==> src/rtl/d_cache_mem_port_pkg.sv <==
// Shared definitions for the cache-to-memory request protocol.
// Holds the request opcode enum used by the memory, I-cache and D-cache ports.
// Also supplies default line/beat sizes when the CPU header has not set them.
`ifndef CACHE_BLOCK_SIZE
`define CACHE_BLOCK_SIZE 128
`endif
`ifndef MEM_TRANS_SIZE
`define MEM_TRANS_SIZE 32
`endif

package d_cache_mem_port_pkg;

    localparam int DEFAULT_ADDR_WIDTH = 16;

    // Request opcode driven by a cache port towards the shared memory.
    typedef enum logic [1:0] {
        REQ_NONE  = 2'd0,
        REQ_READ  = 2'd1,
        REQ_WRITE = 2'd2
    } MemReq;

endpackage

==> src/rtl/d_cache_request_ifc.sv <==
// Request channel between the D-cache port and the shared memory block.
// ack is combinational from memory and qualifies the current req.
// Data beats follow an ack one per cycle; there is no per-beat handshake.
interface d_cache_request_ifc
    import d_cache_mem_port_pkg::*;
#(
    parameter int ADDR_WIDTH = DEFAULT_ADDR_WIDTH,
    parameter int BEAT_BITS  = `MEM_TRANS_SIZE
);
    MemReq                 req;
    logic [ADDR_WIDTH-1:0] address;
    logic [BEAT_BITS-1:0]  w_data;
    logic                  ack;
    logic [BEAT_BITS-1:0]  r_data;

    modport cache (output req, output address, output w_data,
                   input ack, input r_data);
    modport mem   (input req, input address, input w_data,
                   output ack, output r_data);
endinterface

==> src/rtl/d_cache_mem_port_block_beat_buffer.sv <==
// Line register shared by write-back (beat read mux) and fill (beat write port).
// Latency: writes land at the next edge; line_next previews the post-edge value.
// No backpressure: the owner sequences load/write strictly one beat per cycle.
module block_beat_buffer #(
    parameter int BLOCK_BITS = 128,
    parameter int BEAT_BITS  = 32,
    parameter int IDX_W      = 2
) (
    input  logic                  clk,
    input  logic                  rst,
    input  logic                  load_en,
    input  logic [BLOCK_BITS-1:0] load_data,
    input  logic                  wr_en,
    input  logic [IDX_W-1:0]      idx,
    input  logic [BEAT_BITS-1:0]  wr_data,
    output logic [BEAT_BITS-1:0]  rd_data,
    output logic [BLOCK_BITS-1:0] line_next
);
    logic [BLOCK_BITS-1:0] line_q;
    logic [BLOCK_BITS-1:0] line_d;

    // Whole-line load of the victim wins over a single-beat fill write.
    always_comb begin
        line_d = line_q;
        if (load_en) begin
            line_d = load_data;
        end else if (wr_en) begin
            line_d[idx*BEAT_BITS +: BEAT_BITS] = wr_data;
        end
    end

    assign line_next = line_d;
    assign rd_data   = line_q[idx*BEAT_BITS +: BEAT_BITS];

    // Line storage.
    always_ff @(posedge clk or posedge rst) begin
        if (rst) begin
            line_q <= '0;
        end else begin
            line_q <= line_d;
        end
    end
endmodule

==> src/rtl/d_cache_mem_port.sv <==
// D-cache miss engine: optional victim write-back, then line fill from memory.
// Latency: 1 + ack wait + BEATS + 1 cycles to fill_valid, plus 1 + BEATS with write-back.
// Holds req until memory acks; new misses are ignored while busy is high.
module d_cache_mem_port
    import d_cache_mem_port_pkg::*;
#(
    parameter int ADDR_WIDTH = DEFAULT_ADDR_WIDTH,
    parameter int BLOCK_BITS = `CACHE_BLOCK_SIZE,
    parameter int BEAT_BITS  = `MEM_TRANS_SIZE
) (
    input  logic                  clk,
    input  logic                  rst,
    input  logic                  miss_req,
    input  logic [ADDR_WIDTH-1:0] miss_addr,
    input  logic                  victim_dirty,
    input  logic [ADDR_WIDTH-1:0] victim_addr,
    input  logic [BLOCK_BITS-1:0] victim_data,
    output logic                  busy,
    output logic                  fill_valid,
    output logic [BLOCK_BITS-1:0] fill_data,
    d_cache_request_ifc.cache     r_mem
);
    localparam int BEATS = BLOCK_BITS / BEAT_BITS;
    localparam int CNT_W = $clog2(BEATS);
    localparam logic [CNT_W-1:0] LAST_BEAT = CNT_W'(BEATS - 1);

    localparam logic [2:0] IDLE      = 3'd0;
    localparam logic [2:0] WB_REQ    = 3'd1;
    localparam logic [2:0] WB_XFER   = 3'd2;
    localparam logic [2:0] FILL_REQ  = 3'd3;
    localparam logic [2:0] FILL_XFER = 3'd4;
    localparam logic [2:0] DONE      = 3'd5;

    logic [2:0]            state_q, state_d;
    logic [CNT_W-1:0]      cnt_q, cnt_d;
    logic [ADDR_WIDTH-1:0] miss_addr_q, miss_addr_d;
    logic [ADDR_WIDTH-1:0] address_q, address_d;
    logic [BLOCK_BITS-1:0] fill_data_q, fill_data_d;

    logic                  buf_load;
    logic                  buf_wr;
    logic [BEAT_BITS-1:0]  buf_rd;
    logic [BLOCK_BITS-1:0] buf_line_next;

    // One register holds the victim during write-back, then assembles the fill.
    block_beat_buffer #(
        .BLOCK_BITS (BLOCK_BITS),
        .BEAT_BITS  (BEAT_BITS),
        .IDX_W      (CNT_W)
    ) u_beat_buf (
        .clk       (clk),
        .rst       (rst),
        .load_en   (buf_load),
        .load_data (victim_data),
        .wr_en     (buf_wr),
        .idx       (cnt_q),
        .wr_data   (r_mem.r_data),
        .rd_data   (buf_rd),
        .line_next (buf_line_next)
    );

    // Sequencing: accept miss, optional write-back, fill, one-cycle completion.
    always_comb begin
        state_d     = state_q;
        cnt_d       = cnt_q;
        miss_addr_d = miss_addr_q;
        address_d   = address_q;
        fill_data_d = fill_data_q;
        buf_load    = 1'b0;
        buf_wr      = 1'b0;
        case (state_q)
            IDLE: begin
                if (miss_req) begin
                    miss_addr_d = miss_addr;
                    buf_load    = 1'b1;
                    if (victim_dirty) begin
                        state_d   = WB_REQ;
                        address_d = victim_addr;
                    end else begin
                        state_d   = FILL_REQ;
                        address_d = miss_addr;
                    end
                end
            end
            WB_REQ: begin
                if (r_mem.ack) begin
                    state_d = WB_XFER;
                    cnt_d   = '0;
                end
            end
            WB_XFER: begin
                cnt_d = cnt_q + CNT_W'(1);
                if (cnt_q == LAST_BEAT) begin
                    state_d   = FILL_REQ;
                    address_d = miss_addr_q;
                end
            end
            FILL_REQ: begin
                if (r_mem.ack) begin
                    state_d = FILL_XFER;
                    cnt_d   = '0;
                end
            end
            FILL_XFER: begin
                buf_wr = 1'b1;
                cnt_d  = cnt_q + CNT_W'(1);
                if (cnt_q == LAST_BEAT) begin
                    // Take the line including the final beat so fill_data is
                    // already complete in the DONE cycle.
                    state_d     = DONE;
                    fill_data_d = buf_line_next;
                end
            end
            DONE: begin
                state_d = IDLE;
            end
            default: begin
                state_d = IDLE;
            end
        endcase
    end

    // Request opcode and write beat depend only on registered state, so req
    // drops in the cycle after ack.
    always_comb begin
        r_mem.req    = REQ_NONE;
        r_mem.w_data = '0;
        if (state_q == WB_REQ) begin
            r_mem.req = REQ_WRITE;
        end else if (state_q == FILL_REQ) begin
            r_mem.req = REQ_READ;
        end
        if (state_q == WB_XFER) begin
            r_mem.w_data = buf_rd;
        end
    end

    assign r_mem.address = address_q;
    assign busy          = (state_q != IDLE);
    assign fill_valid    = (state_q == DONE);
    assign fill_data     = fill_data_q;

    // State registers; reset aborts any transfer in flight.
    always_ff @(posedge clk or posedge rst) begin
        if (rst) begin
            state_q     <= IDLE;
            cnt_q       <= '0;
            miss_addr_q <= '0;
            address_q   <= '0;
            fill_data_q <= '0;
        end else begin
            state_q     <= state_d;
            cnt_q       <= cnt_d;
            miss_addr_q <= miss_addr_d;
            address_q   <= address_d;
            fill_data_q <= fill_data_d;
        end
    end
endmodule

==> src/flat_wrapper.sv <==
// flat-port wrapper written by rule: the top's interface ports become plain ports
module d_cache_mem_port_flat import d_cache_mem_port_pkg::*;
#(
    parameter int ADDR_WIDTH = DEFAULT_ADDR_WIDTH,
    parameter int BLOCK_BITS = `CACHE_BLOCK_SIZE,
    parameter int BEAT_BITS  = `MEM_TRANS_SIZE
)
  (clk, rst, miss_req, miss_addr, victim_dirty, victim_addr, victim_data, busy, fill_valid, fill_data, r_mem_req, r_mem_address, r_mem_w_data, r_mem_ack, r_mem_r_data);
  d_cache_request_ifc #(.ADDR_WIDTH(ADDR_WIDTH), .BEAT_BITS(BEAT_BITS)) r_mem_i ();
  input  logic clk;
  input  logic rst;
  input  logic miss_req;
  input  logic [ADDR_WIDTH-1:0] miss_addr;
  input  logic victim_dirty;
  input  logic [ADDR_WIDTH-1:0] victim_addr;
  input  logic [BLOCK_BITS-1:0] victim_data;
  output logic busy;
  output logic fill_valid;
  output logic [BLOCK_BITS-1:0] fill_data;
  output wire logic [$bits(r_mem_i.req)-1:0] r_mem_req;
  output wire logic [$bits(r_mem_i.address)-1:0] r_mem_address;
  output wire logic [$bits(r_mem_i.w_data)-1:0] r_mem_w_data;
  input wire logic [$bits(r_mem_i.ack)-1:0] r_mem_ack;
  input wire logic [$bits(r_mem_i.r_data)-1:0] r_mem_r_data;
  assign r_mem_req = r_mem_i.req;
  assign r_mem_address = r_mem_i.address;
  assign r_mem_w_data = r_mem_i.w_data;
  assign r_mem_i.ack = r_mem_ack;
  assign r_mem_i.r_data = r_mem_r_data;
  d_cache_mem_port #(.ADDR_WIDTH(ADDR_WIDTH), .BLOCK_BITS(BLOCK_BITS), .BEAT_BITS(BEAT_BITS)) u_core (.clk(clk), .rst(rst), .miss_req(miss_req), .miss_addr(miss_addr), .victim_dirty(victim_dirty), .victim_addr(victim_addr), .victim_data(victim_data), .busy(busy), .fill_valid(fill_valid), .fill_data(fill_data), .r_mem(r_mem_i));
endmodule
==> config.mk <==
export PLATFORM = sky130hd
export DESIGN_NAME = d_cache_mem_port_flat
export DESIGN_NICKNAME = d
export VERILOG_FILES = /design/src/rtl/d_cache_mem_port_pkg.sv /design/src/rtl/d_cache_request_ifc.sv /design/src/rtl/d_cache_mem_port_block_beat_buffer.sv /design/src/rtl/d_cache_mem_port.sv /design/src/flat_wrapper.sv
export SDC_FILE = /design/constraint.sdc
export NUM_CORES = 1
export LEC_CHECK = 0
export BUFFER_PORTS_ARGS = -buffer_cell sky130_fd_sc_hd__buf_2
export CAP_MARGIN = 15
export CORE_MARGIN = 2
export CORE_UTILIZATION = 39
export DETAILED_ROUTE_END_ITERATION = 10
export PLACE_DENSITY = 0.69
export SKIP_LAST_GASP = 1
export SYNTH_ARGS = -nofsm -noshare
export SYNTH_HDL_FRONTEND = slang
export SYNTH_SLANG_ARGS = --single-unit
==> constraint.sdc <==
create_clock -name clk -period 13.1 [get_ports clk]
set_input_delay 0.655 -clock clk [delete_from_list [all_inputs] [get_ports clk]]
set_output_delay 0.655 -clock clk [all_outputs]
set_load 0.05 [all_outputs]
==> results.md, run 1 <==
Run status:
- The run finished with clean final reports.

Critical path:
- For the worst setup path, the data required time is 13.51 ns.
- The type of element capturing the critical path is a flip-flop.
- The category of the critical setup timing path is reg -> reg.
- For flop-to-flop paths, the worst setup slack is between 9 and 10 ns.
- The number of cells traversed by the worst register-to-register path is 6.
- The highest fanout seen on the critical path is between 40 and 50.
- The worst register-to-register path ends at u_core.u_beat_buf.line_q[2]$_DFF_PP0_.
- The nature of the critical path startpoint is a flip-flop.
- The arrival time reported for the critical path endpoint is between 4 and 5 ns.
- The critical register-to-register path startpoint is u_core.cnt_q[0]$_DFFE_PP0P_.

Routing:
- The detailed-route vias per instance is 5.75.
- Detailed routing placed a total of 3.99 mm of wire on met3.
- The highest routing layer actually used is met5.
- After detailed routing, the average wire length per cell comes to 21.5 um.
- The number of iterations in the first detailed-routing pass is 6.
- The number of remaining DRC errors is 0.
- For this block, the routed nets add up to ~47 mm of wire.
- The wire length on met1 is between 15 and 20 mm.
- The initial DRC count is slightly below 900.
- For this block, the via count after detailed routing is roughly 13000.
- The length of routed met2 wiring is ~23 mm.
- The antenna violation net count after detailed routing is 0.

Synth:
- Yosys mapped a number of flops with a built-in enable equal to 0.
- The library cell occupying the most area in the post-synthesis netlist is sky130_fd_sc_hd__dfrtp_1.
- The sequential element share of the synthesized area is 0.525.
- The number of different library cells used by synthesis comes to 43.
- By area the synthesized netlist is led by sky130_fd_sc_hd__dfrtp_1 (53%), sky130_fd_sc_hd__a31oi_1 (11%), sky130_fd_sc_hd__nor2_1 (6.9%).
- In the synthesized netlist the dominant register cell turns out to be sky130_fd_sc_hd__dfrtp_1.
- The cell count after synthesis is 1399.
- The synthesized design contains 293 register bits.
- In the post-synthesis netlist, the cell with the most instances is sky130_fd_sc_hd__dfrtp_1.
- The number of nets handed over by synthesis was approximately 1600.
- The post-synthesis cell area is roughly 14000 sq um.
- After synthesis, the most frequently instantiated cells are sky130_fd_sc_hd__dfrtp_1 (293), sky130_fd_sc_hd__nor2_1 (255), sky130_fd_sc_hd__a31oi_1 (250), sky130_fd_sc_hd__nand2_1 (179), sky130_fd_sc_hd__nand3_1 (125).
- The fraction of post-synthesis cell area in the top cell type by area is 0.525.
- Dividing the synthesized area by the synthesized cell count gives approximately 10 sq um.
- After synthesis, the share of flip-flops with an asynchronous set or reset is 1.00.
- Yosys printed 0 warnings.

Die:
- The standard cell core area is approximately 35000 sq um.
- The floorplan step defined a die boundary enclosing 37300 sq um.
- The die is around 190 um wide.
- For this configuration, the core starts out at a cell density of 0.394.
- The placement row count is 69.
- The boundary pin count is roughly 380.
- From bottom edge to top edge, the die measures 193 um.

Final layout:
- From synthesis to final layout, the design area changed by 22.5%.
- The share of cells above drive strength 1 is 0.316.
- The number of nets in the layout is 1907.

CTS:
- The number of setup buffers added after CTS is 0.
- The longest clock path from root to sink contains 3 buffers.
- Once the clock tree was built, the resizer swapped 0 gates to a different size.
- The CTS root buffer is sky130_fd_sc_hd__clkbuf_16.
- The number of hold buffers added after CTS was 0.
- The number of sinks handled by clock tree synthesis is between 200 and 300.
- After clock tree synthesis, the clock-pin slew on the worst setup and hold paths is roughly 0.060 ns.
- The total CTS buffers is 35.
- TritonCTS built the clock tree.
- The insertion delay of the later-clocked pin in the worst-skew pair is around 0.5 ns.
- The number of H-tree levels is 2.

Power and ir drop:
- Of the total power, combinational logic draws 0.483.
- Of the total power, registers draw 0.322.
- VDD sags by at most 0.182 mV.
- The switching share of total power is 0.470.
- Of the total power, the clock network draws 0.195.
- The cell area power density is 294 nW/um^2.
- The internal portion of total power is 2660 uW.
- For this design the total switching power over the nets is between 2000 and 2500 uW.
- The total power consumption of the routed design is 5020 uW.
- In this run the static leakage power is 0.00745 uW.

Timing:
- The slew at the pin closest to its max-slew limit is 1.13 ns.
- The final count of hold timing violations is 0.
- The achievable frequency is 270 MHz.
- The worst path needs 3.70 ns of the cycle, external delays included.
- The post-route fraction of the period consumed by the critical path is 0.282.
- The worst pin sits at a relative slew slack of 0.240.
- Between clock sinks in the finished design, the worst skew comes to 0.0129 ns.
- Adding up every negative setup slack in the final design gives 0 ns.
- Setup repair after global routing left no endpoint under its margin.
- The count of final max-slew check failures is 0.
- Setup violations remaining at the end of the flow were counted as 0.

Placement:
- The count of input and output buffers is 376.
- The congestion estimate from routability-driven global placement came to 0.819.
- Summed over all nets, the half-perimeter wirelength after detailed placement is approximately 31 mm.

Min path:
- For hold timing, the worst endpoint is u_core.miss_addr_q[12]$_DFFE_PP0P_.
- In this run the most critical hold path is launched from miss_addr[12].
- The worst hold path passes through 3 cells.
- The path type of the worst min-delay path is in -> reg.

GRT:
- The via count of the first global-routing pass came to approximately 12000.
- The initial antenna violation count came to 9.
- The pin count of the biggest net entering global routing is approximately 140.
- Across every metal layer, demand over resource in global routing totals 0.246.
- For this run the aggregate overflow at the end of global routing stands at 0.
- The wire length of the first global-routing pass is between 70 and 80 mm.

Flow run:
- Max-cap violations in this run came to 0.
[worst max-delay path, cell delays in order, from the launching register on]
cell	delay [ns]
sky130_fd_sc_hd__dfrtp_4	1.05
sky130_fd_sc_hd__inv_1	0.25
sky130_fd_sc_hd__ha_1	0.49
sky130_fd_sc_hd__nor4bb_4	0.86
sky130_fd_sc_hd__buf_4	0.48
sky130_fd_sc_hd__nand3_1	0.17
sky130_fd_sc_hd__a31oi_1	0.26
[per-layer routing]
| metal | vias to the layer above | track usage |
|---|---|---|
| met4 | 6 | 0.0938 |
| met5 | - | 0 |
| li1 | 5622 | - |
| met2 | 619 | 0.405 |
| met1 | 6270 | 0.320 |
| met3 | 109 | 0.0539 |
[state kept, by name, summed over array words and instances, names as in the netlist]
register,cells
u_core.r_mem.address,16
u_core.miss_addr_q,16
u_core.cnt_q,2
u_core.u_beat_buf.line_q,128
u_core.fill_data,128
u_core.state_q,3
[cells by family (layout without fill, tap and decap cells)]
group	count (synthesis)	count (layout)	synth area share
simple gates	623	623	0.199
flops	293	293	0.525
compound gates	264	264	0.118
buf+inv	128	458	0.0524
mux	84	84	0.0989
fa+ha+maj	6	6	0.00538
xor+xnor	1	1	0.000628
other cells	0	5	0
[layout make-up]
type	count	area, sq um
flip-flops and latches	293	7340
well taps	461	577
clock buffers	53	1060
clock inverters	9	101
diodes	5	12.5
inverters	3	18.8
multi-input cells	978	5980
repair buffers	393	2020
fillers	3328	18300
[how the worst max path moves through the flow]
stage	slack [ns]	to	cells after the start	start
floorplan	4.35	u_core.cnt_q[0]$_DFFE_PP0P_	1	rst
global placement	9.44	u_core.fill_data[115]$_DFFE_PP0P_	6	u_core.cnt_q[0]$_DFFE_PP0P_
detailed placement	9.33	u_core.fill_data[115]$_DFFE_PP0P_	6	u_core.cnt_q[0]$_DFFE_PP0P_
CTS	9.31	u_core.fill_data[115]$_DFFE_PP0P_	6	u_core.cnt_q[0]$_DFFE_PP0P_
global route	9.20	u_core.fill_data[8]$_DFFE_PP0P_	6	u_core.cnt_q[0]$_DFFE_PP0P_
finish	9.40	u_core.u_beat_buf.line_q[2]$_DFF_PP0_	6	u_core.cnt_q[0]$_DFFE_PP0P_
[metrics by stage]
| stage | utilization | hold WS, ns | cells | cell area (sq um) | setup WS (ns) |
|---|---|---|---|---|---|
| after floorplan | - | 0.441 | 1399 | 14000 | 4.35 |
| after global placement | 0.450 | 0.455 | 2127 | 15900 | 9.44 |
| after detailed placement | 0.450 | 0.461 | 2127 | 15900 | 9.33 |
| after CTS | 0.482 | 0.338 | 2189 | 17100 | 9.31 |
| after global routing | 0.483 | 0.355 | 2193 | 17100 | 9.20 |
| final | 0.483 | 0.359 | 2195 | 17100 | 9.40 |
[power by group through the flow]
| stage | Sequential [uW] | Clock, uW | Combinational [uW] |
|---|---|---|---|
| 2_1_floorplan | 2080 | 0 | 1330 |
| 3_3_place_gp | 1610 | 0 | 2370 |
| 3_5_place_dp | 1630 | 0 | 2410 |
| 4_1_cts | 1620 | 999 | 2420 |
| 5_1_grt | 1670 | 1030 | 2580 |
| 6_report | 1620 | 979 | 2420 |
[placed cells by master (no fill, tap or decap), types with 2 or more instances in the layout]
cell type                   Yosys  final
sky130_fd_sc_hd__bufinv_16      0      2
sky130_fd_sc_hd__nor3b_1        2      2
sky130_fd_sc_hd__mux2i_1        4      4
sky130_fd_sc_hd__nand3_1      125    125
sky130_fd_sc_hd__a31oi_1      250    250
sky130_fd_sc_hd__buf_2         44    376
sky130_fd_sc_hd__buf_4          6     16
sky130_fd_sc_hd__clkbuf_16      0     37
sky130_fd_sc_hd__and4bb_2       3      3
sky130_fd_sc_hd__nor2b_1       32     32
sky130_fd_sc_hd__diode_2        0      5
sky130_fd_sc_hd__nand2_1      179    179
sky130_fd_sc_hd__nand4bb_2      0      3
sky130_fd_sc_hd__dfrtp_1      293    291
sky130_fd_sc_hd__a211oi_1       2      2
sky130_fd_sc_hd__inv_1          3      2
sky130_fd_sc_hd__nor2_1       255    255
sky130_fd_sc_hd__nor4b_4        1      3
sky130_fd_sc_hd__nor3_1         5      5
sky130_fd_sc_hd__a21oi_1        3      3
sky130_fd_sc_hd__clkinv_2       0      5
sky130_fd_sc_hd__mux4_2        32     32
sky130_fd_sc_hd__o21ai_0        5      5
sky130_fd_sc_hd__mux2_4        21     21
sky130_fd_sc_hd__nor4bb_4       0      3
sky130_fd_sc_hd__clkbuf_1      51      9
sky130_fd_sc_hd__mux2_2        27     27
sky130_fd_sc_hd__ha_1           6      6
sky130_fd_sc_hd__clkbuf_8       0      7
Power figures use the tool's default switching activity.
==> run 2, diff against run 1 <==
--- a/config.mk
+++ b/config.mk
@@ -5,12 +5,13 @@
 export SDC_FILE = /design/constraint.sdc
 export NUM_CORES = 1
 export LEC_CHECK = 0
+export ABC_AREA = 1
 export BUFFER_PORTS_ARGS = -buffer_cell sky130_fd_sc_hd__buf_2
 export CAP_MARGIN = 15
 export CORE_MARGIN = 2
 export CORE_UTILIZATION = 39
 export DETAILED_ROUTE_END_ITERATION = 10
-export PLACE_DENSITY = 0.69
+export PLACE_DENSITY = 0.68
 export SKIP_LAST_GASP = 1
 export SYNTH_ARGS = -nofsm -noshare
 export SYNTH_HDL_FRONTEND = slang
==> constraint.sdc (replaced) <==
create_clock -name clk -period 3.8 [get_ports clk]
set_input_delay 0.19 -clock clk [delete_from_list [all_inputs] [get_ports clk]]
set_output_delay 0.19 -clock clk [all_outputs]
set_load 0.05 [all_outputs]
==> run 2 against run 1 <==
  * Global-route usage is 4.1 points higher
  * Flip-flop and latch count did not move
  * Core utilization is 3.0 points higher
  * Non-clock buffer count up 124
  * Hold slack got worse by 0.34 ns
  * Register-to-register slack worse by 8.5 ns
  * Total power rose to 3.5 times the previous value
  * Worst setup slack worse by 8.9 ns
  * Critical path depth down 1
  * Synthesized cell count up 52%
  * Sequential power grew to 3.2 times the previous value
  * Critical path type is now reg -> out
  * Largest power group unchanged
==> results.md, run 2 <==
CTS:
- The clock-pin slew on the worst setup and hold paths is 0.06 ns (about the same).
- The CTS root buffer is sky130_fd_sc_hd__clkbuf_16.
- The total CTS buffers was 36 (+2.9%).
- The maximum number of buffers from clock root to sink is 3 (unchanged).
- The insertion delay of the later-clocked pin in the worst-skew pair is 0.56 ns (+0.06 ns).
- The number of sinks handled by clock tree synthesis is 293 (unchanged).
- The CTS tree is yes.
- The number of H-tree levels came to 2 (unchanged).

Final layout:
- The non-filler instance count after layout is 3104 (+41%).
- The area growth from synthesis to final layout is 30.1%.
- The commonest non-fill, non-tap cell in the layout is sky130_fd_sc_hd__nand2_1.
- The library cells used most frequently in the layout, excluding fill and tap cells, are sky130_fd_sc_hd__nand2_1 (608), sky130_fd_sc_hd__buf_2 (376), sky130_fd_sc_hd__nand3_1 (298).
- The share of cells above drive strength 1 came to 0.202 (-0.113).
- The number of nets in the layout is 2750 (+44%).
- The final core area utilization is 0.513 (+0.0303).

Synth:
- After synthesis, the cell types taking the most area are sky130_fd_sc_hd__dfrtp_1 (47%), sky130_fd_sc_hd__nand2_1 (15%), sky130_fd_sc_hd__nand3_1 (9.6%).
- The share of flip-flops with an asynchronous set or reset is 1.00 (unchanged).
- The post-synthesis average cell area is 7.34 sq um (-26%).
- The net count after synthesis is 2334 (+46%).
- In the synthesized netlist the dominant register cell turns out to be sky130_fd_sc_hd__dfrtp_1.
- The count of synthesis-stage warnings from yosys is 0 (unchanged).
- sky130_fd_sc_hd__dfrtp_1 takes more of the synthesized area than any other cell.
- By count the netlist is led by sky130_fd_sc_hd__nand2_1 (608), sky130_fd_sc_hd__nand3_1 (299), sky130_fd_sc_hd__dfrtp_1 (293), sky130_fd_sc_hd__nor2_1 (258), sky130_fd_sc_hd__and2_1 (128).
- The cell count after synthesis is 2131 (+52%).
- The most instantiated library cell after synthesis is sky130_fd_sc_hd__nand2_1.
- The fraction of post-synthesis cell area in the top cell type by area was 0.469 (-0.0566).
- The sequential element share of the synthesized area is 0.469 (-0.0566).
- The number of unique standard cell types used by synthesis came to 24 (-44%).
- The post-synthesis cell area came to 15600 sq um (+12%).
- The register bit count reported by yosys came to 293 (unchanged).
- The number of enable-type register cells in the synthesized netlist was 0 (unchanged).

Routing:
- The post-detailed-routing wire length was 59.8 mm (+27%).
- The antenna violation net count after detailed routing is 0 (unchanged).
- The detailed-route vias per instance is 5.10 (-11%).
- The number of iterations in the first detailed-routing pass came to 6 (unchanged).
- The routed wirelength normalized by instance count came to 19.3 um (-11%).
- The initial DRC count came to 1031 (+18%).
- The via count came to 15800 (+25%).
- The number of remaining DRC errors is 0 (unchanged).

GRT:
- The total global routing track utilization is 0.288 (+0.0413).
- The pin count of the biggest net entering global routing is 129 (-6.5%).
- The initial antenna violation count came to 7 (-2).
- The wire length of the first global-routing pass came to 91.9 mm (+31%).
- The sum of overflow across all layers after global routing is 0 (unchanged).
- The via count of the first global-routing pass is 16200 (+30%).

Power and ir drop:
- The cell area power density is 875 nW/um^2 (+200%).
- The worst ir drop on vdd came to 0.533 mV (+190%).
- The leakage power figure is 0.00972 uW (+30%).

Timing:
- Dividing the final minimum period by the clock period gives 0.875.
- Setup repair after global routing left no endpoint under its margin.
- The slew at the pin closest to its max-slew limit is 0.970 ns (-0.165 ns).
- The setup clock skew after layout is 0.0193 ns (+0.00648 ns).
- The normalized max-slew margin is 0.353 (+0.112).
- The count of final max-slew check failures is 0 (unchanged).
- The clock period minus final worst setup slack is about 3.3 ns.
- The minimum setup slack in the final design is 0.475 ns (-8.93 ns).
- The total of endpoints with negative setup slack in the final report came to 0 (unchanged).
- The achievable frequency is between 300 and 400 MHz.
- The final count of hold timing violations was 0 (unchanged).

Critical path:
- The worst setup path is captured at an output pin.
- The arrival time reported for the critical path endpoint is 3.14 ns (-0.97 ns).
- The worst setup path is launched from a flip-flop.
- The critical path in this run is classified as reg -> out.
- The slowest library cell on the worst path is sky130_fd_sc_hd__dfrtp_4.
- The highest fanout seen on the critical path came to 45 (+4.7%).
- The critical path goes through inv_2, buf_4, o21ai_0, a21oi_1, buf_2.
- The stage delay of the slowest cell on the critical path came to 0.60 ns (-0.45 ns).
- The required time of the worst setup path was 3.61 ns (-9.90 ns).
- Broken down by cell family, the worst path's largest delay share belongs to buffers and inverters.
- The sum of buffers and inverters on the critical path is 3 (+1).

Die:
- The floorplan die area was 41700 sq um (+12%).
- The placement row count is 73 (+5.8%).
- The boundary pin count is 377 (unchanged).
- The width of the die is 204 um (+5.7%).
- The standard cell core area is 39600 sq um (+12%).
- The die boundary height was 204 um (+5.7%).
- The initial standard-cell utilization of the core was 0.395 (about the same).

Placement:
- The count of input and output buffers is 376 (unchanged).
- The total half-perimeter wirelength after legalization and detailed placement is 41.7 mm (+36%).
- The placer's final routability congestion estimate is 0.908 (+11%).
- The post-placement setup slack is 0.955 ns (-8.38 ns).
- The placed instance count is 2924 (+37%).

Min path:
- The tightest min-delay check is of the in -> reg type.

Run status:
- The run finished with clean final reports.

Flow run:
- The max-cap violation count is 0 (unchanged).
run 2: cell types whose count changed in the layout (fill, tap and decap cells not counted), sizes merged, moves of 32 or more:
cell,change
nand3,+175
mux2,-48
o21ai,+111
inv,+98
dlygate4sd3,+110
mux4,-32
a31oi,-250
or2,+128
nor2b,-32
and2,+128
nand2,+429
run 2: timing repair:
action,4_1_cts,5_1_grt
setup buffers,0,0
gates resized for setup,0,0
hold endpoints to repair,217,0
hold buffers,110,0
run 2: through the flow:
stage                     hold WS [ns]  power, uW  cell area [sq um]  TNS [ns]
after floorplan                  0.311      11400              15600    -81.79
after global placement           0.337      13900              18000         0
after detailed placement         0.333      14000              18000         0
after CTS                      0.00207      17900              20300         0
after global routing            0.0393      18900              20300         0
final                           0.0232      17800              20300         0
run 2: path summary, 6_finish.rpt:
kind | slack (ns) | from | end | depth (start not counted)
worst max-delay path | 0.47 | u_core.cnt_q[0]$_DFFE_PP0P_ | r_mem_w_data[20] | 5
worst min-delay path | 0.02 | victim_data[108] | u_core.u_beat_buf.line_q[108]$_DFF_PP0_ | 3
worst max register to register | 0.95 | u_core.cnt_q[0]$_DFFE_PP0P_ | u_core.fill_data[36]$_DFFE_PP0P_ | 8
worst min register to register | 0.47 | u_core.fill_data[58]$_DFFE_PP0P_ | u_core.fill_data[58]$_DFFE_PP0P_ | 2
max in group asynchronous | 2.30 | rst | u_core.cnt_q[0]$_DFFE_PP0P_ | 4
min in group asynchronous | 0.29 | rst | u_core.u_beat_buf.line_q[127]$_DFF_PP0_ | 3
run 2: final cells by class:
class                           count  area [sq um]
Clock buffer                       48          1060
Inverter                          101           385
Antenna cell                        4          10.0
Multi-Input combinational cell   1598          7360
Sequential cell                   293          7340
Tap cell                          525           657
Clock inverter                     18           228
Timing Repair Buffer              517          3320
Fill cell                        3980         19300
run 2: layer usage:
layer,up-vias,track usage,share of wire
met4,10,0.129,0.042
li1,7545,-,-
met3,118,0.0496,0.063
met1,7626,0.358,0.41
met2,530,0.489,0.49
met5,-,0,0.00079
run 2: worst reg2reg max path: stages, from the launching register on:
cell and delay (ns):
sky130_fd_sc_hd__dfrtp_4 0.60, sky130_fd_sc_hd__buf_4 0.76, sky130_fd_sc_hd__ha_1 0.31, sky130_fd_sc_hd__nand3_1 0.11
sky130_fd_sc_hd__inv_2 0.46, sky130_fd_sc_hd__nand2_1 0.22, sky130_fd_sc_hd__nand3_1 0.15, sky130_fd_sc_hd__nand3_1 0.08
sky130_fd_sc_hd__nand2_1 0.10
run 2: power breakdown:
part           switching (uW)  total (uW)  internal, uW
sequential                814        5210          4400
clock                    1460        3760          2300
combinational            6390        8840          2450
run 2: logic make-up (layout without fill, tap and decap cells):
logic type | after synthesis | count (layout) | synth area share
fa+ha+maj | 6 | 6 | 0.00480
other cells | 0 | 4 | 0
flops | 293 | 293 | 0.469
compound gates | 167 | 167 | 0.0565
simple gates | 1425 | 1425 | 0.408
buf+inv | 240 | 684 | 0.0619
==> run 3, diff against run 2 <==
--- a/config.mk
+++ b/config.mk
@@ -5,13 +5,12 @@
 export SDC_FILE = /design/constraint.sdc
 export NUM_CORES = 1
 export LEC_CHECK = 0
-export ABC_AREA = 1
 export BUFFER_PORTS_ARGS = -buffer_cell sky130_fd_sc_hd__buf_2
 export CAP_MARGIN = 15
 export CORE_MARGIN = 2
-export CORE_UTILIZATION = 39
+export CORE_UTILIZATION = 35
 export DETAILED_ROUTE_END_ITERATION = 10
-export PLACE_DENSITY = 0.68
+export PLACE_DENSITY = 0.64
 export SKIP_LAST_GASP = 1
 export SYNTH_ARGS = -nofsm -noshare
 export SYNTH_HDL_FRONTEND = slang
==> run 3 against run 2 <==
  * Sequential share of layout area up 0.064 points
  * Clock power down 9.6%
  * Highest routed layer is now met4
  * Hold slack better by 0.024 ns
  * Clock skew decreased by 0.0031 ns
  * Clock-buffer cell count grew 4
  * Global-route usage decreased by 4.0 points
  * Final area decreased by 0.16%
  * Critical path type is now reg -> reg
  * Sequential power grew 5.0%
  * Flip-flop and latch count is the same
==> results.md, run 3 (synthesis results as in run 1) <==
Final layout:
- Leaving out fill and tap cells, the most frequent cell in the layout is sky130_fd_sc_hd__buf_2.
- The number of inserted diodes is 0 (-4).
- The number of nets in the layout was 2214 (-19%).
- Leaving out fill and tap cells, the most frequent cells in the layout are sky130_fd_sc_hd__buf_2 (376), sky130_fd_sc_hd__dfrtp_1 (291), sky130_fd_sc_hd__dlygate4sd3_1 (284).
- The area growth from synthesis to layout is 45.6%.
- The share of cells above drive strength 1 is 0.278 (+0.0756).
- The final core area utilization is 0.514 (about the same).

GRT:
- The via count of the first global-routing pass is 14500 (-10%).
- The pin count of the biggest net entering global routing is 157 (+22%).
- The wire length of the first global-routing pass is 79.6 mm (-13%).
- The initial antenna violation count came to 0 (-7).
- The total global routing track utilization is 0.248 (-0.0397).
- The sum of overflow across all layers after global routing is 0 (unchanged).

CTS:
- The number of gates given a new drive strength after cts is 0 (unchanged).
- The tree is rooted in a sky130_fd_sc_hd__clkbuf_16.
- The number of H-tree levels is 2 (unchanged).
- The clock-pin slew on the worst setup and hold paths is 0.06 ns (about the same).
- The maximum number of buffers from clock root to sink is 3 (unchanged).
- The total CTS buffers is 35 (-2.8%).
- The number of sinks handled by clock tree synthesis was 293 (unchanged).
- The CTS tree is yes.
- The insertion delay of the later-clocked pin in the worst-skew pair is 0.53 ns (-0.03 ns).

Min path:
- The startpoint of the worst hold path is r_mem_r_data[22].
- The path class of the tightest hold or removal check is in -> reg.
- The number of cells on the worst hold path is 3 (unchanged).
- The hold-critical path endpoint is u_core.fill_data[22]$_DFFE_PP0P_.

Routing:
- The post-detailed-routing wire length was 52.7 mm (-12%).
- The routed wirelength normalized by instance count came to 20.6 um (+6.9%).
- The number of remaining DRC errors came to 0 (unchanged).
- The initial DRC count was 992 (-3.8%).
- The detailed-route vias per instance is 5.49 (+7.6%).
- The antenna violation net count after detailed routing was 0 (unchanged).
- The via count came to 14000 (-11%).
- The number of iterations in the first detailed-routing pass is 7 (+1).

Critical path:
- The highest fanout seen on the critical path came to 32 (-29%).
- The startpoint identified for the worst register-to-register timing path is u_core.cnt_q[0]$_DFFE_PP0P_.
- The setup slack of the worst register-to-register path is 0.34 ns (-0.61 ns).
- The critical path goes through inv_1, ha_1, or4bb_2, nand2_1, a31oi_1, dlygate4sd3_1.
- The number of cells traversed by the worst register-to-register path came to 6 (-2).
- The worst setup path is launched from a flip-flop.
- The type of element capturing the critical path is a flip-flop.
- The stage delay of the slowest cell on the critical path came to 1.04 ns (+0.44 ns).
- The critical register-to-register path endpoint is u_core.u_beat_buf.line_q[12]$_DFF_PP0_.
- The arrival time reported for the critical path endpoint came to 3.87 ns (+0.73 ns).
- The slowest library cell on the worst path is sky130_fd_sc_hd__or4bb_2.
- The required time of the worst setup path is 4.21 ns (+0.60 ns).
- The setup path with the least slack is of type reg -> reg.

Timing:
- The clock period minus final worst setup slack came to 3.46 ns (+0.138 ns).
- The post-route fraction of the period consumed by the critical path was 0.911 (+0.0362).
- The total of endpoints with negative setup slack in the final report was 0 (unchanged).
- Setup repair after global routing left no endpoint under its margin.
- The final count of hold timing violations was 0 (unchanged).
- The normalized max-slew margin is 0.274 (-0.0781).
- The slew at the pin closest to its max-slew limit is 1.09 ns (+0.118 ns).
- The setup clock skew after layout is 0.0162 ns (-0.00311 ns).
- The count of final max-slew check failures was 0 (unchanged).
- The achievable frequency was 289 MHz (-4.0%).
- The final sum of negative setup slack came to 0 ns (unchanged).
- The minimum setup slack in the final design is 0.337 ns (-0.138 ns).

Die:
- The standard cell core area is 39500 sq um (-0.23%).
- The placement row count is 73 (unchanged).
- The initial standard-cell utilization of the core came to 0.353 (-0.0417).
- The boundary pin count came to 377 (unchanged).
- The width of the die is 204 um (-0.28%).
- The floorplan die area was 41500 sq um (-0.57%).
- The die boundary height is 204 um (-0.28%).

Power and ir drop:
- The leakage power figure was 0.00871 uW (-10%).
- The worst ir drop on vdd was 0.475 mV (-11%).
- The cell area power density came to 923 nW/um^2 (+5.4%).

Flow run:
- The max-cap violation count was 0 (unchanged).

Placement:
- The total half-perimeter wirelength after legalization and detailed placement is 32.5 mm (-22%).
- The count of input and output buffers came to 376 (unchanged).
- The placer's final routability congestion estimate is 0.816 (-10%).
- The post-placement setup slack is 0.903 ns (-0.0515 ns).

Run status:
- The run finished with clean final reports.
run 3: cell types whose count changed in the layout (fill, tap and decap cells not counted), moves of 36 or more:
cell	before	now
sky130_fd_sc_hd__nand2_1	608	179
sky130_fd_sc_hd__a31oi_1	0	250
sky130_fd_sc_hd__dlygate4sd3_1	110	284
sky130_fd_sc_hd__nand3_1	298	125
sky130_fd_sc_hd__and2_1	128	0
sky130_fd_sc_hd__o21ai_0	105	5
sky130_fd_sc_hd__inv_1	93	2
sky130_fd_sc_hd__or2_0	66	0
sky130_fd_sc_hd__or2_2	36	0
run 3: per-layer routing:
layer / GRT usage / vias to the layer above / wire, um
li1: - / 6224 / -
met1: 0.305 / 6864 / 20600
met2: 0.413 / 791 / 25400
met3: 0.0515 / 159 / 4160
met4: 0.125 / 0 / 2480
met5: 0 / - / 0
run 3: cell type report:
type / count / area (sq um)
Fill cell: 3432 / 19200
Sequential cell: 293 / 7340
Multi-Input combinational cell: 978 / 5980
Tap cell: 525 / 657
Clock inverter: 7 / 110
Timing Repair Buffer: 700 / 5190
Inverter: 3 / 15.0
Clock buffer: 52 / 1030
run 3: worst max path at each step:
| stage | from | end | cells after the start |
|---|---|---|---|
| final | u_core.cnt_q[0]$_DFFE_PP0P_ | u_core.u_beat_buf.line_q[12]$_DFF_PP0_ | 6 |
| after global routing | u_core.cnt_q[0]$_DFFE_PP0P_ | u_core.u_beat_buf.line_q[12]$_DFF_PP0_ | 6 |
| after CTS | u_core.cnt_q[0]$_DFFE_PP0P_ | u_core.u_beat_buf.line_q[2]$_DFF_PP0_ | 6 |
| after detailed placement | u_core.cnt_q[0]$_DFFE_PP0P_ | u_core.u_beat_buf.line_q[8]$_DFF_PP0_ | 5 |
| after global placement | u_core.cnt_q[0]$_DFFE_PP0P_ | u_core.fill_data[28]$_DFFE_PP0P_ | 5 |
| after floorplan | rst | u_core.cnt_q[0]$_DFFE_PP0P_ | 1 |
run 3: per-stage QoR:
| stage | cell area (sq um) | cells | power [uW] | hold WS (ns) |
|---|---|---|---|---|
| CTS | 20300 | 2557 | 18700 | 0.00152 |
| detailed placement | 16300 | 2214 | 14100 | 0.400 |
| global placement | 16300 | 2214 | 13900 | 0.397 |
| global route | 20300 | 2558 | 19700 | 0.0386 |
| floorplan | 14000 | 1399 | 11800 | 0.295 |
| finish | 20300 | 2558 | 18800 | 0.0468 |
run 3: where the power goes:
group          total, uW  internal, uW  switching, uW  leakage (uW)
clock               3400          2070           1330      0.000562
sequential          5470          4500            977       0.00303
combinational       9880          3700           6180       0.00512
run 3: repair_timing:
action | CTS | global route
setup buffers | 0 | 0
hold endpoints to repair | 298 | 0
hold buffers | 284 | 0
setup endpoints to repair | 0 | 0
run 3: critical path, delay by kind of cell, from the launching register on:
family / cells / cell delay (ns)
and+or+nand+nor: 2 / 1.30
buffers and inverters: 2 / 0.81
DFF: 1 / 0.69
adders and majority gates: 1 / 0.41
AOI/OAI and AO/OA: 1 / 0.12
